--- config.mk ---
export PLATFORM = sky130hd
export DESIGN_NAME = bcd_timer
export DESIGN_NICKNAME = d
export VERILOG_FILES = /design/src/rtl/bcd_timer.sv
export SDC_FILE = /design/constraint.sdc
export NUM_CORES = 1
export LEC_CHECK = 0
export BUFFER_PORTS_ARGS = -buffer_cell sky130_fd_sc_hd__buf_2
export CAP_MARGIN = 20
export CELL_PAD_IN_SITES_DETAIL_PLACEMENT = 1
export CELL_PAD_IN_SITES_GLOBAL_PLACEMENT = 1
export CORE_ASPECT_RATIO = 0.7
export CORE_MARGIN = 5
export CORE_UTILIZATION = 43
export CTS_BUF_LIST = sky130_fd_sc_hd__clkbuf_16
export DETAILED_ROUTE_END_ITERATION = 8
export HOLD_SLACK_MARGIN = 0.03
export PLACE_DENSITY_LB_ADDON = 0.1
export SLEW_MARGIN = 25
export SYNTH_ARGS = -nofsm -noshare
export SYNTH_HDL_FRONTEND = slang
export SYNTH_SLANG_ARGS = --single-unit
--- constraint.sdc ---
create_clock -name clk -period 2.75 [get_ports clk]
set_input_delay 0.1375 -clock clk [delete_from_list [all_inputs] [get_ports clk]]
set_output_delay 0.1375 -clock clk [all_outputs]
set_load 0.1 [all_outputs]
--- src/rtl/bcd_timer.sv ---
// Mixed-radix BCD up/down timer with preset load, lap capture, wrap and expiry pulses.
// Latency: tick, wrap and the new time_reading share the edge after the divider reaches TICK_DIV-1.
// No backpressure: strobes are one-cycle and always accepted; outputs are registered pulses.
module bcd_timer #(
    parameter int TICK_DIV = 100000000,
    parameter int DIGITS   = 4,
    parameter int MINSEC   = 1
) (
    input  logic                clk,
    input  logic                init_regs_n,
    input  logic                run,
    input  logic                dir,
    input  logic                load,
    input  logic [4*DIGITS-1:0] load_value,
    input  logic                lap,
    output logic [4*DIGITS-1:0] time_reading,
    output logic [4*DIGITS-1:0] lap_reading,
    output logic                lap_valid,
    output logic                tick,
    output logic                wrap,
    output logic                expired
);

    localparam int DW = 4 * DIGITS;
    localparam int CW = $clog2(TICK_DIV);

    typedef enum logic [1:0] {
        S_IDLE    = 2'd0,
        S_RUN     = 2'd1,
        S_EXPIRED = 2'd2
    } state_t;

    state_t          state, state_nxt;
    logic [CW-1:0]   div, div_nxt;
    logic            step;
    logic            expire_now;
    logic            all_zero;

    function automatic logic [3:0] digit_max(input int i);
        return (MINSEC != 0 && (i % 2) == 1) ? 4'd5 : 4'd9;
    endfunction

    // Ripple carry (up) or borrow (down) through the digit chain.
    function automatic logic [DW-1:0] bcd_step(input logic [DW-1:0] v, input logic down);
        logic          c;
        logic [3:0]    d;
        logic [DW-1:0] r;
        c = 1'b1;
        r = v;
        for (int i = 0; i < DIGITS; i++) begin
            d = v[4*i +: 4];
            if (c) begin
                if (!down) begin
                    if (d >= digit_max(i)) begin
                        r[4*i +: 4] = 4'd0;
                    end else begin
                        r[4*i +: 4] = d + 4'd1;
                        c = 1'b0;
                    end
                end else begin
                    if (d == 4'd0) begin
                        r[4*i +: 4] = digit_max(i);
                    end else begin
                        r[4*i +: 4] = d - 4'd1;
                        c = 1'b0;
                    end
                end
            end
        end
        return r;
    endfunction

    function automatic logic all_max(input logic [DW-1:0] v);
        logic r;
        r = 1'b1;
        for (int i = 0; i < DIGITS; i++) begin
            if (v[4*i +: 4] != digit_max(i)) r = 1'b0;
        end
        return r;
    endfunction

    function automatic logic [DW-1:0] clamp(input logic [DW-1:0] v);
        logic [DW-1:0] r;
        r = v;
        for (int i = 0; i < DIGITS; i++) begin
            if (v[4*i +: 4] > digit_max(i)) r[4*i +: 4] = digit_max(i);
        end
        return r;
    endfunction

    assign all_zero = (time_reading == '0);

    always_comb begin
        state_nxt  = state;
        div_nxt    = div;
        step       = 1'b0;
        expire_now = 1'b0;
        case (state)
            S_IDLE: begin
                if (run) state_nxt = S_RUN;
            end
            S_RUN: begin
                // Expiry pre-empts any decrement; the divider simply holds.
                if (dir && all_zero) begin
                    state_nxt  = S_EXPIRED;
                    expire_now = 1'b1;
                end else begin
                    if (div == CW'(TICK_DIV - 1)) begin
                        div_nxt = '0;
                        step    = 1'b1;
                    end else begin
                        div_nxt = div + CW'(1);
                    end
                    if (!run) state_nxt = S_IDLE;
                end
            end
            S_EXPIRED: begin
                state_nxt = S_EXPIRED;
            end
            default: begin
                state_nxt = S_IDLE;
            end
        endcase
        if (load) begin
            state_nxt  = S_IDLE;
            div_nxt    = '0;
            step       = 1'b0;
            expire_now = 1'b0;
        end
    end

    always_ff @(posedge clk) begin
        if (!init_regs_n) begin
            state <= S_IDLE;
        end else begin
            state <= state_nxt;
        end
    end

    always_ff @(posedge clk) begin
        if (!init_regs_n) begin
            div          <= '0;
            time_reading <= '0;
            lap_reading  <= '0;
            lap_valid    <= 1'b0;
            tick         <= 1'b0;
            wrap         <= 1'b0;
            expired      <= 1'b0;
        end else begin
            div     <= div_nxt;
            tick    <= step;
            wrap    <= step & ~dir & all_max(time_reading);
            expired <= expire_now;
            if (load) begin
                time_reading <= clamp(load_value);
            end else if (step) begin
                time_reading <= bcd_step(time_reading, dir);
            end
            // Lap samples the pre-edge reading, independent of load or step.
            if (lap) begin
                lap_reading <= time_reading;
                lap_valid   <= 1'b1;
            end
        end
    end

endmodule

==> flow_summary.ini, run 1 <==
[outcome]
status = completed

[logic_synthesis]
synthMuxAreaShare_pct = 6.39
syn_nets = 500
synth_area_leader_cell = dfxtp_1
synth_area_leaders = dfxtp_1 33%, mux2i_1 6.1%, ha_1 4.4%
synth_area_um2 = 3940
async_reset_ff_share_pct = 0
synth_top_area_share_pct = 33.0
synth_fa_ha_area_share_pct = 4.45
syn_inst = 464
synth_top_family_by_area = simple AND/OR/NAND/NOR gates
synth-seq-area-share_pct = 33.0
synth-edff-count = 0
synthDistinctLibCells = 73
synth_warnings = 0
synth_compound_area_share_pct = 21.3
ys.flop_type = dfxtp_1
synth_xor_area_share_pct = 2.45
syn_avg_cell_area_um2 = 8.49
synth-seq-cells = 65
synth_simple_gate_area_share_pct = 26.7

[clock_tree]
cts_root_buf = clkbuf_16
cts_tree = done
ctsHtreeMaxLevel = 3
postCtsHoldBufs = 0
cts_resized = 0
clk_path_buf_depth = 2
cts_made_buffers = 9
clock-sinks = 65
clk_pin_slew_worst_paths_ns = 0.05
insertion_delay_ns = 0.34

[timing]
min_period_ns = 2.60
fin_setup_tns_ns = 0
hold_violations = 0
rsz0062_at_grt = false
tightest_slew_ns = 0.570
setup_viol = 0
slew_violations = 0
clock_skew_ns = 0.00747
fin_crit_sh_pct = 94.7
relSlewSlack_pct = 61.6
clock.fmax_mhz = 384

[floorplanning]
row_count = 29
die_area_um2 = 11200
die_y_um = 90.1
core-area_um2 = 9000
io_pins = 58
initial_core_util_pct = 43.8
die_x_um = 124

[pwr]
p_leak_nw = 1.75
internal_power_w = 0.00171
clkPwrFrac_pct = 39.6
comb_power_share_pct = 20.8
p_sw_share_pct = 32.3
netSwitchingPower_w = 0.000816
peakVddDrop_uv = 429
seqPwrFrac_pct = 39.6
power.density_nw_per_um2 = 543

[critical_path]
worstSetupStartpointType = register
endpoint_kind = register
critPathSlowestCell = or4_1
crit_path_cell_trace = inv_1, ha_1, or4b_1, or4_1, and4_4, a31oi_4, mux2i_1
crit_required_ns = 3.01
path_buf_inv = 1
arrival_ns = 2.86
critPathMaxStageDelay_ns = 0.55
path_delay_family = simple AND/OR/NAND/NOR gates
critPathMaxFanout = 16
critical_path_class = register to register

[global_route]
gr-total-overflow = 0
antenna_found_initial = 0
grt_use_met2_pct = 33.1
use_met1_pct = 31.1
top_usage_layer = met2
grt_max_degree = 28
grt_pass1_wl_um = 20100
grt_util_met3_pct = 5.69
grt_pass1_vias = 3902
grt_use_total_pct = 22.0

[finish]
multi_input_area_um2 = 2420
fin_area_um2 = 4650
num-fill-cells = 1115
seq_area_um2 = 1320
post_layout_nonfiller_instances = 648
antennaDiodeCount = 0
nNetsFinal = 555
drive_gt1_share_pct = 22.5
post-route-util_pct = 51.7
areaGrowthSynthToFinish_pct = 18.2

[routing]
wl_um = 12200
ant_nets = 0
drc_errors = 0
vias = 3826
routedWlPerCell_um = 18.8
drtIter0Drc = 293
viasPerCell = 5.90
drtPass1Iterations = 4

[placed_design]
post-place-cells = 631
dpl-instance-area_um2 = 4390
place_hpwl_um = 8710
io_buffers = 57
routabilityCongestion = 0.822

[flow_run]
cap_violations = 0

[min_path]
hold_class = input pin to register
## sequential cells by signal, indices dropped and copies added, names as in the netlist
name and flops:
wrap 1, div 27, state 2, tick 1, lap_valid 1, expired 1, time_reading 16, lap_reading 16
## through the flow
stage | hold WS (ns) | power (W) | setup WS (ns)
6_report | 0.0339 | 0.00253 | 0.147
5_1_grt | 0.0348 | 0.00263 | 0.0212
4_1_cts | 0.0302 | 0.00255 | 0.125
3_5_place_dp | 0.376 | 0.00154 | 0.131
3_3_place_gp | 0.365 | 0.00152 | 0.307
2_1_floorplan | 0.252 | 0.00141 | 0.0543
## area by class of cell
class | count | share of cell area (%)
timing repair buffer | 75 | 9.30
sequential | 65 | 28.4
tap | 124 | 3.33
inverter | 19 | 1.53
multi-input combinational | 349 | 51.9
clock buffer | 9 | 4.84
clock inverter | 7 | 0.672
## timing repair
item | in CTS | in global routing
setup endpoints to repair | 0 | 1
setup buffers | 0 | 1
endpoints found under the hold margin | 0 | 0
## cell usage after synthesis (15+ instances only)
| cell | instances |
|---|---|
| dfxtp_1 | 65 |
| nor2_1 | 35 |
| a21oi_1 | 28 |
| mux2i_1 | 24 |
| nand2_1 | 24 |
| nor2b_1 | 23 |
| inv_1 | 19 |
| o21ai_0 | 18 |
| clkbuf_1 | 17 |
| nand3_1 | 17 |
| o31ai_1 | 15 |
| or4_1 | 15 |
## layout by cell type (no fill, tap or decap), types with 6 or more instances in the layout
master	n
nand2b_1	6
o21a_1	6
nand4_1	14
o31ai_1	14
nor2b_1	23
buf_2	57
a21oi_1	28
or3_1	7
buf_4	17
o211ai_1	8
nor2_1	35
o21ai_0	18
mux2i_1	24
or4_1	15
ha_1	14
nor4_1	8
dfxtp_2	9
inv_1	22
nand2_1	24
xnor2_1	6
nand3_1	17
clkbuf_16	9
dfxtp_1	54
## power by group through the flow
| stage | clock [W] | sequential (W) | combinational, W |
|---|---|---|---|
| floorplan | 0 | 0.00118 | 0.000228 |
| global placement | 0 | 0.00102 | 0.000508 |
| detailed placement | 0 | 0.00102 | 0.000517 |
| CTS | 0.00103 | 0.000999 | 0.000523 |
| global route | 0.00107 | 0.00100 | 0.000563 |
| finish | 0.00100 | 0.00100 | 0.000524 |
## routing by layer
layer  wire [um]  vias to the layer above
li1            -                     1840
met1        5930                     1882
met2        5370                       94
met3         786                       10
met4         117                        0
met5           0                        -
## cells by family (layout without fill, tap and decap cells)
| kind of cell | count (synthesis) | after routing |
|---|---|---|
| buf+inv | 50 | 110 |
| xor+xnor | 11 | 11 |
| fa+ha+maj | 14 | 14 |
| simple gates | 183 | 183 |
| mux | 25 | 25 |
| compound gates | 116 | 116 |
| flops | 65 | 65 |
## final timing paths
check                                      from                            end  slack [ns]  depth (start not counted)
setup / recovery  time_reading[13]$_SDFFE_PN0P_  time_reading[14]$_SDFFE_PN0P_        0.15                          7
hold / removal                              run          state[0]$_SDFFE_PP0P_        0.03                          2
setup reg to reg  time_reading[13]$_SDFFE_PN0P_  time_reading[14]$_SDFFE_PN0P_        0.15                          7
hold reg to reg          lap_valid$_SDFFE_PN0P_         lap_valid$_SDFFE_PN0P_        0.48                          1
(Power assumes the default switching activity.)
==> run 2, diff against run 1 <==
--- a/config.mk
+++ b/config.mk
@@ -11,7 +11,7 @@
 export CELL_PAD_IN_SITES_GLOBAL_PLACEMENT = 1
 export CORE_ASPECT_RATIO = 0.7
 export CORE_MARGIN = 5
-export CORE_UTILIZATION = 43
+export CORE_UTILIZATION = 46
 export CTS_BUF_LIST = sky130_fd_sc_hd__clkbuf_16
 export DETAILED_ROUTE_END_ITERATION = 8
 export HOLD_SLACK_MARGIN = 0.03
==> constraint.sdc (replaced) <==
create_clock -name clk -period 3 [get_ports clk]
set_input_delay 0.15 -clock clk [delete_from_list [all_inputs] [get_ports clk]]
set_output_delay 0.15 -clock clk [all_outputs]
set_load 0.1 [all_outputs]
==> run 2 against run 1 <==
Wire length decreased by 3.9%. Count of clock-buffer cells in the layout did not move. Non-clock buffer count decreased by 9. Combinational power down 11%. Register-to-register slack better by 0.15 ns. Final area decreased by 1.9%. Fmax fell by 3.9%. Sequential power is 8% lower. Flip-flop and latch count stayed put. Largest power group is now clock.
==> flow_summary.ini, run 2 (synthesis results as in run 1) <==
[outcome]
status = completed

[min_path]
hold_path.startpoint = load_value[1]
hold_end = time_reading[1]$_SDFFE_PN0P_
hold_class = input pin to register
min_path_cells = 3

[floorplanning]
core-area_um2 = 8410
die_area_um2 = 10500
initial_core_util_pct = 46.8
row_count = 28
io_pins = 58
die_x_um = 121
die_y_um = 87.4

[pwr]
clkPwrFrac_pct = 42.5
power.density_nw_per_um2 = 528
seqPwrFrac_pct = 38.2
netSwitchingPower_w = 0.000760
p_sw_share_pct = 31.5
p_leak_nw = 1.69
internal_power_w = 0.00165
comb_power_share_pct = 19.3
power_w = 0.00241
peakVddDrop_uv = 361

[global_route]
use_met1_pct = 33.7
gr-total-overflow = 0
top_usage_layer = met1
grt_pass1_wl_um = 19100
antenna_found_initial = 0
grt_pass1_vias = 3627
grt_max_degree = 40
grt_util_met3_pct = 5.06
grt_use_met2_pct = 33.6
grt_use_total_pct = 23.0

[placed_design]
io_buffers = 57
routabilityCongestion = 0.823
post-place-cells = 604
place_hpwl_um = 8460

[timing]
fin_setup_tns_ns = 0
setup_viol = 0
relSlewSlack_pct = 57.1
min_period_ns = 2.71
fin_crit_sh_pct = 90.3
slew_violations = 0
clock.fmax_mhz = 369
hold_violations = 0
tightest_slew_ns = 0.643
rsz0062_at_grt = false
clock_skew_ns = 0.00507

[routing]
viasPerCell = 6.06
vias = 3752
drtIter0Drc = 171
ant_nets = 0
wl_um = 11700
routedWlPerCell_um = 18.9
drtPass1Iterations = 4
drc_errors = 0

[finish]
antennaDiodeCount = 0
areaGrowthSynthToFinish_pct = 15.9
drive_gt1_share_pct = 20.4
largest_register_ffs = 27
num-fill-cells = 1014
nNetsFinal = 546
final_common_cell = dfxtp_1
post_layout_nonfiller_instances = 619
reg_top3 = div (27), lap_reading (16), time_reading (16)
top_register = div
final_cell_mix = 58 x dfxtp_1, 57 x buf_2, 35 x nor2_1, 28 x a21oi_1

[flow_run]
cap_violations = 0

[critical_path]
critical_path_class = register to register
worstSetupStartpointType = register
timing.rr.start = time_reading[13]$_SDFFE_PN0P_
r2r_slack_ns = 0.29
arrival_ns = 2.96
endpoint_kind = register
critPathMaxFanout = 26
r2r_cells = 7
crit_required_ns = 3.25
r2r_end = div[24]$_SDFFE_PP0P_

[clock_tree]
cts_resized = 0
clk_pin_slew_worst_paths_ns = 0.06
insertion_delay_ns = 0.34
clock-sinks = 65
cts_setup_buffers = 0
cts_root_buf = clkbuf_16
cts_made_buffers = 9
ctsHtreeMaxLevel = 3
clk_path_buf_depth = 2
postCtsHoldBufs = 0
cts_tree = done
-- run 2: cell count changes in the layout (fill, tap and decap cells not counted), moves of 2 or more --
cell      before  now
clkinv_2       4    2
dfxtp_4        2    0
dfxtp_1       54   58
inv_1         22   19
buf_4         17    9
dfxtp_2        9    7
-- run 2: worst max path at each step --
stage / cells past startpoint / endpoint / slack [ns] / from
3_5_place_dp: 7 / div[24]$_SDFFE_PP0P_ / 0.31 / time_reading[13]$_SDFFE_PN0P_
2_1_floorplan: 9 / div[25]$_SDFFE_PP0P_ / 0.02 / time_reading[8]$_SDFFE_PN0P_
6_report: 7 / div[24]$_SDFFE_PP0P_ / 0.29 / time_reading[13]$_SDFFE_PN0P_
3_3_place_gp: 7 / div[19]$_SDFFE_PP0P_ / 0.42 / time_reading[12]$_SDFFE_PN0P_
5_1_grt: 7 / div[24]$_SDFFE_PP0P_ / 0.11 / time_reading[1]$_SDFFE_PN0P_
4_1_cts: 7 / div[24]$_SDFFE_PP0P_ / 0.27 / time_reading[13]$_SDFFE_PN0P_
-- run 2: cell type report --
class | count | area [um2] | share of cell area [%]
Inverter | 19 | 71.3 | 1.56
Sequential cell | 65 | 1310 | 28.7
Timing Repair Buffer | 66 | 353 | 7.73
Multi-Input combinational cell | 349 | 2410 | 52.9
Clock inverter | 6 | 60.1 | 1.32
Tap cell | 105 | 131 | 2.88
Clock buffer | 9 | 225 | 4.94
-- run 2: routing by layer --
layer	share of wire (%)	up-vias
met5	0	-
met4	0.77	0
met3	4.9	9
met2	43	79
met1	51	1843
li1	-	1821
-- run 2: power by group through the flow --
stage | clock (W) | sequential (W) | combinational (W)
global placement | 0 | 0.000938 | 0.000449
detailed placement | 0 | 0.000940 | 0.000459
finish | 0.00102 | 0.000922 | 0.000465
CTS | 0.00105 | 0.000921 | 0.000464
global route | 0.00109 | 0.000927 | 0.000497
floorplan | 0 | 0.00108 | 0.000208
-- run 2: worst max-delay path, cell delays in order, from the launching register on --
cell     delay [ns]
dfxtp_2        0.36
inv_1          0.11
ha_1           0.25
or4b_1         0.48
or4_1          0.54
nand4_1        0.26
nand2_2        0.35
a21oi_1        0.26
-- run 2: stage by stage --
stage	hold WS [ns]	worst slack [ns]	cell area, um2	utilization (%)
after detailed placement	0.391	0.311	4280	50.9
after CTS	0.0360	0.273	4560	54.3
after floorplan	0.264	0.0230	3950	-
final	0.0417	0.292	4560	54.3
after global routing	0.0472	0.108	4560	54.3
after global placement	0.384	0.421	4280	50.9
==> run 3, diff against run 2 <==
--- a/config.mk
+++ b/config.mk
@@ -5,13 +5,14 @@
 export SDC_FILE = /design/constraint.sdc
 export NUM_CORES = 1
 export LEC_CHECK = 0
+export ABC_AREA = 1
 export BUFFER_PORTS_ARGS = -buffer_cell sky130_fd_sc_hd__buf_2
 export CAP_MARGIN = 20
 export CELL_PAD_IN_SITES_DETAIL_PLACEMENT = 1
 export CELL_PAD_IN_SITES_GLOBAL_PLACEMENT = 1
 export CORE_ASPECT_RATIO = 0.7
 export CORE_MARGIN = 5
-export CORE_UTILIZATION = 46
+export CORE_UTILIZATION = 44
 export CTS_BUF_LIST = sky130_fd_sc_hd__clkbuf_16
 export DETAILED_ROUTE_END_ITERATION = 8
 export HOLD_SLACK_MARGIN = 0.03
==> run 3 against run 2 <==
Synthesized cell count increased by 35%. Total power increased by 9.5%. Critical endpoint is now div[5]$_SDFFE_PP0P_. Non-clock buffer count decreased by 8. Global-route usage increased by 2.1 points. Clock skew increased by 0.0013 ns. Combinational power increased by 27%. Wire length increased by 22%. Sequential share of layout area decreased by 1.9 points.
==> flow_summary.ini, run 3 <==
[floorplanning]
die_area_um2 = 11600
io_pins = 58
die_y_um = 91.6
row_count = 29
core-area_um2 = 9180
initial_core_util_pct = 45.5
die_x_um = 127

[logic_synthesis]
synth.most_common_cell = nand2_1
synth-seq-area-share_pct = 31.1
syn_inst = 625
synth_top_area_share_pct = 31.1
syn_nets = 661
syn_avg_cell_area_um2 = 6.69
ys.flop_type = dfxtp_1
synth_commonest_cells = 130 x nand2_1, 101 x nor2_1, 65 x dfxtp_1
synth-seq-cells = 65
synthDistinctLibCells = 42
synth_warnings = 0
synth-edff-count = 0
synth_area_um2 = 4180
synth_area_leaders = dfxtp_1 31%, nand2_1 12%, nor2_1 9.1%
async_reset_ff_share_pct = 0
synth_area_leader_cell = dfxtp_1

[routing]
ant_nets = 0
vias = 4465
viasPerCell = 5.55
drtIter0Drc = 363
wl_um = 14300
drtPass1Iterations = 4
routedWlPerCell_um = 17.7
drc_errors = 0

[min_path]
hold_class = input pin to register

[critical_path]
r2r_cells = 10
r2r_end = div[5]$_SDFFE_PP0P_
arrival_ns = 2.41
critical_path_class = register to register
endpoint = div[5]$_SDFFE_PP0P_
r2r_slack_ns = 0.83
timing.rr.start = time_reading[0]$_SDFFE_PN0P_
endpoint_kind = register
crit_required_ns = 3.24
worstSetupStartpointType = register
critPathMaxFanout = 19
crit_start = time_reading[0]$_SDFFE_PN0P_

[finish]
antennaDiodeCount = 0
final_common_cell = nand2_1
num-fill-cells = 1251
reg_top3 = div (27), lap_reading (16), time_reading (16)
top_register = div
drive_gt1_share_pct = 18.9
largest_register_ffs = 27
final_cell_mix = 130 x nand2_1, 101 x nor2_1, 65 x dfxtp_1, 58 x nand3_1, 57 x buf_2
fin_area_um2 = 4860
nNetsFinal = 713
areaGrowthSynthToFinish_pct = 16.2

[placed_design]
place_hpwl_um = 10900
pre_cts_slack_ns = 0.909
io_buffers = 57
dpl-instance-area_um2 = 4550
routabilityCongestion = 0.990

[timing]
rsz0062_at_grt = false
min_period_ns = 2.17
relSlewSlack_pct = 57.0
setup_viol = 0
clock.fmax_mhz = 461
slew_violations = 0
fin_crit_sh_pct = 72.3
setup_ws_ns = 0.831
fin_setup_tns_ns = 0
clock_skew_ns = 0.00637
tightest_slew_ns = 0.644
hold_violations = 0

[pwr]
peakVddDrop_uv = 340
power.density_nw_per_um2 = 543
p_leak_nw = 2.07

[outcome]
status = completed

[clock_tree]
clock-sinks = 65
clk_path_buf_depth = 2
postCtsHoldBufs = 0
cts_made_buffers = 9
cts_root_buf = clkbuf_16
clk_pin_slew_worst_paths_ns = 0.05
cts_resized = 0
cts_setup_buffers = 0
ctsHtreeMaxLevel = 3
insertion_delay_ns = 0.34
cts_tree = done

[global_route]
grt_max_degree = 36
gr-total-overflow = 0
antenna_found_initial = 0
grt_pass1_vias = 4421
grt_pass1_wl_um = 23200
grt_use_total_pct = 25.1

[flow_run]
cap_violations = 0
run 3: through the flow:
stage / total power (W) / hold slack [ns] / util (%) / cells
after CTS: 0.00264 / 0.0863 / 52.9 / 805
after detailed placement: 0.00153 / 0.436 / 49.6 / 790
after floorplan: 0.00140 / 0.314 / - / 625
after global routing: 0.00274 / 0.0925 / 52.9 / 805
after global placement: 0.00152 / 0.421 / 49.6 / 790
final: 0.00264 / 0.0931 / 52.9 / 805
run 3: worst max-delay path, stage by stage (launching register included):
cell and delay, ns:
dfxtp_1 0.47, inv_1 0.17, ha_1 0.33, nand2_2 0.18
nor2_4 0.06, nand3_4 0.12, nand2_8 0.14, nor3_1 0.37
nand2_1 0.10, nand2_1 0.09, nor2_1 0.04
run 3: routing by layer:
layer | global-route usage [%] | share of wire [%]
met5 | 0 | 0
met4 | 6.07 | 1.1
met3 | 6.51 | 7.0
met2 | 34.5 | 40
met1 | 38.5 | 52
run 3: final cells by class:
| type | instances | area [um2] | share of cell area [%] |
|---|---|---|---|
| multi-input combinational | 481 | 2560 | 52.7 |
| sequential | 65 | 1300 | 26.8 |
| timing repair buffer | 58 | 293 | 6.02 |
| inverter | 62 | 239 | 4.92 |
| clock buffer | 9 | 225 | 4.63 |
| tap | 124 | 155 | 3.19 |
| clock inverter | 6 | 85.1 | 1.75 |
run 3: where the power goes:
group          leakage [nW]  switching [W]  total [W]  internal, W
combinational          1.39       0.000465   0.000591     0.000126
clock                 0.153       0.000398    0.00112     0.000719
sequential            0.531      0.0000367   0.000933     0.000896
total                  2.07       0.000900    0.00264      0.00174
run 3: how the worst min path moves through the flow:
stage	slack [ns]	cells past startpoint	end	from
5_1_grt	0.09	2	state[0]$_SDFFE_PP0P_	run
3_5_place_dp	0.44	2	state[0]$_SDFFE_PP0P_	run
4_1_cts	0.09	2	state[0]$_SDFFE_PP0P_	run
3_3_place_gp	0.42	2	state[0]$_SDFFE_PP0P_	run
2_1_floorplan	0.31	1	state[0]$_SDFFE_PP0P_	run
6_report	0.09	2	state[0]$_SDFFE_PP0P_	run
run 3: cell families (layout without fill, tap and decap cells):
group | after synthesis | after routing | share of synthesized area, %
AO/OA/AOI/OAI | 95 | 95 | 12.1
adder cells (fa/ha/maj) | 14 | 14 | 4.19
AND/OR/NAND/NOR | 358 | 358 | 42.0
flip-flops | 65 | 65 | 31.1
buffers and inverters | 79 | 135 | 7.63
XOR/XNOR | 14 | 14 | 2.93
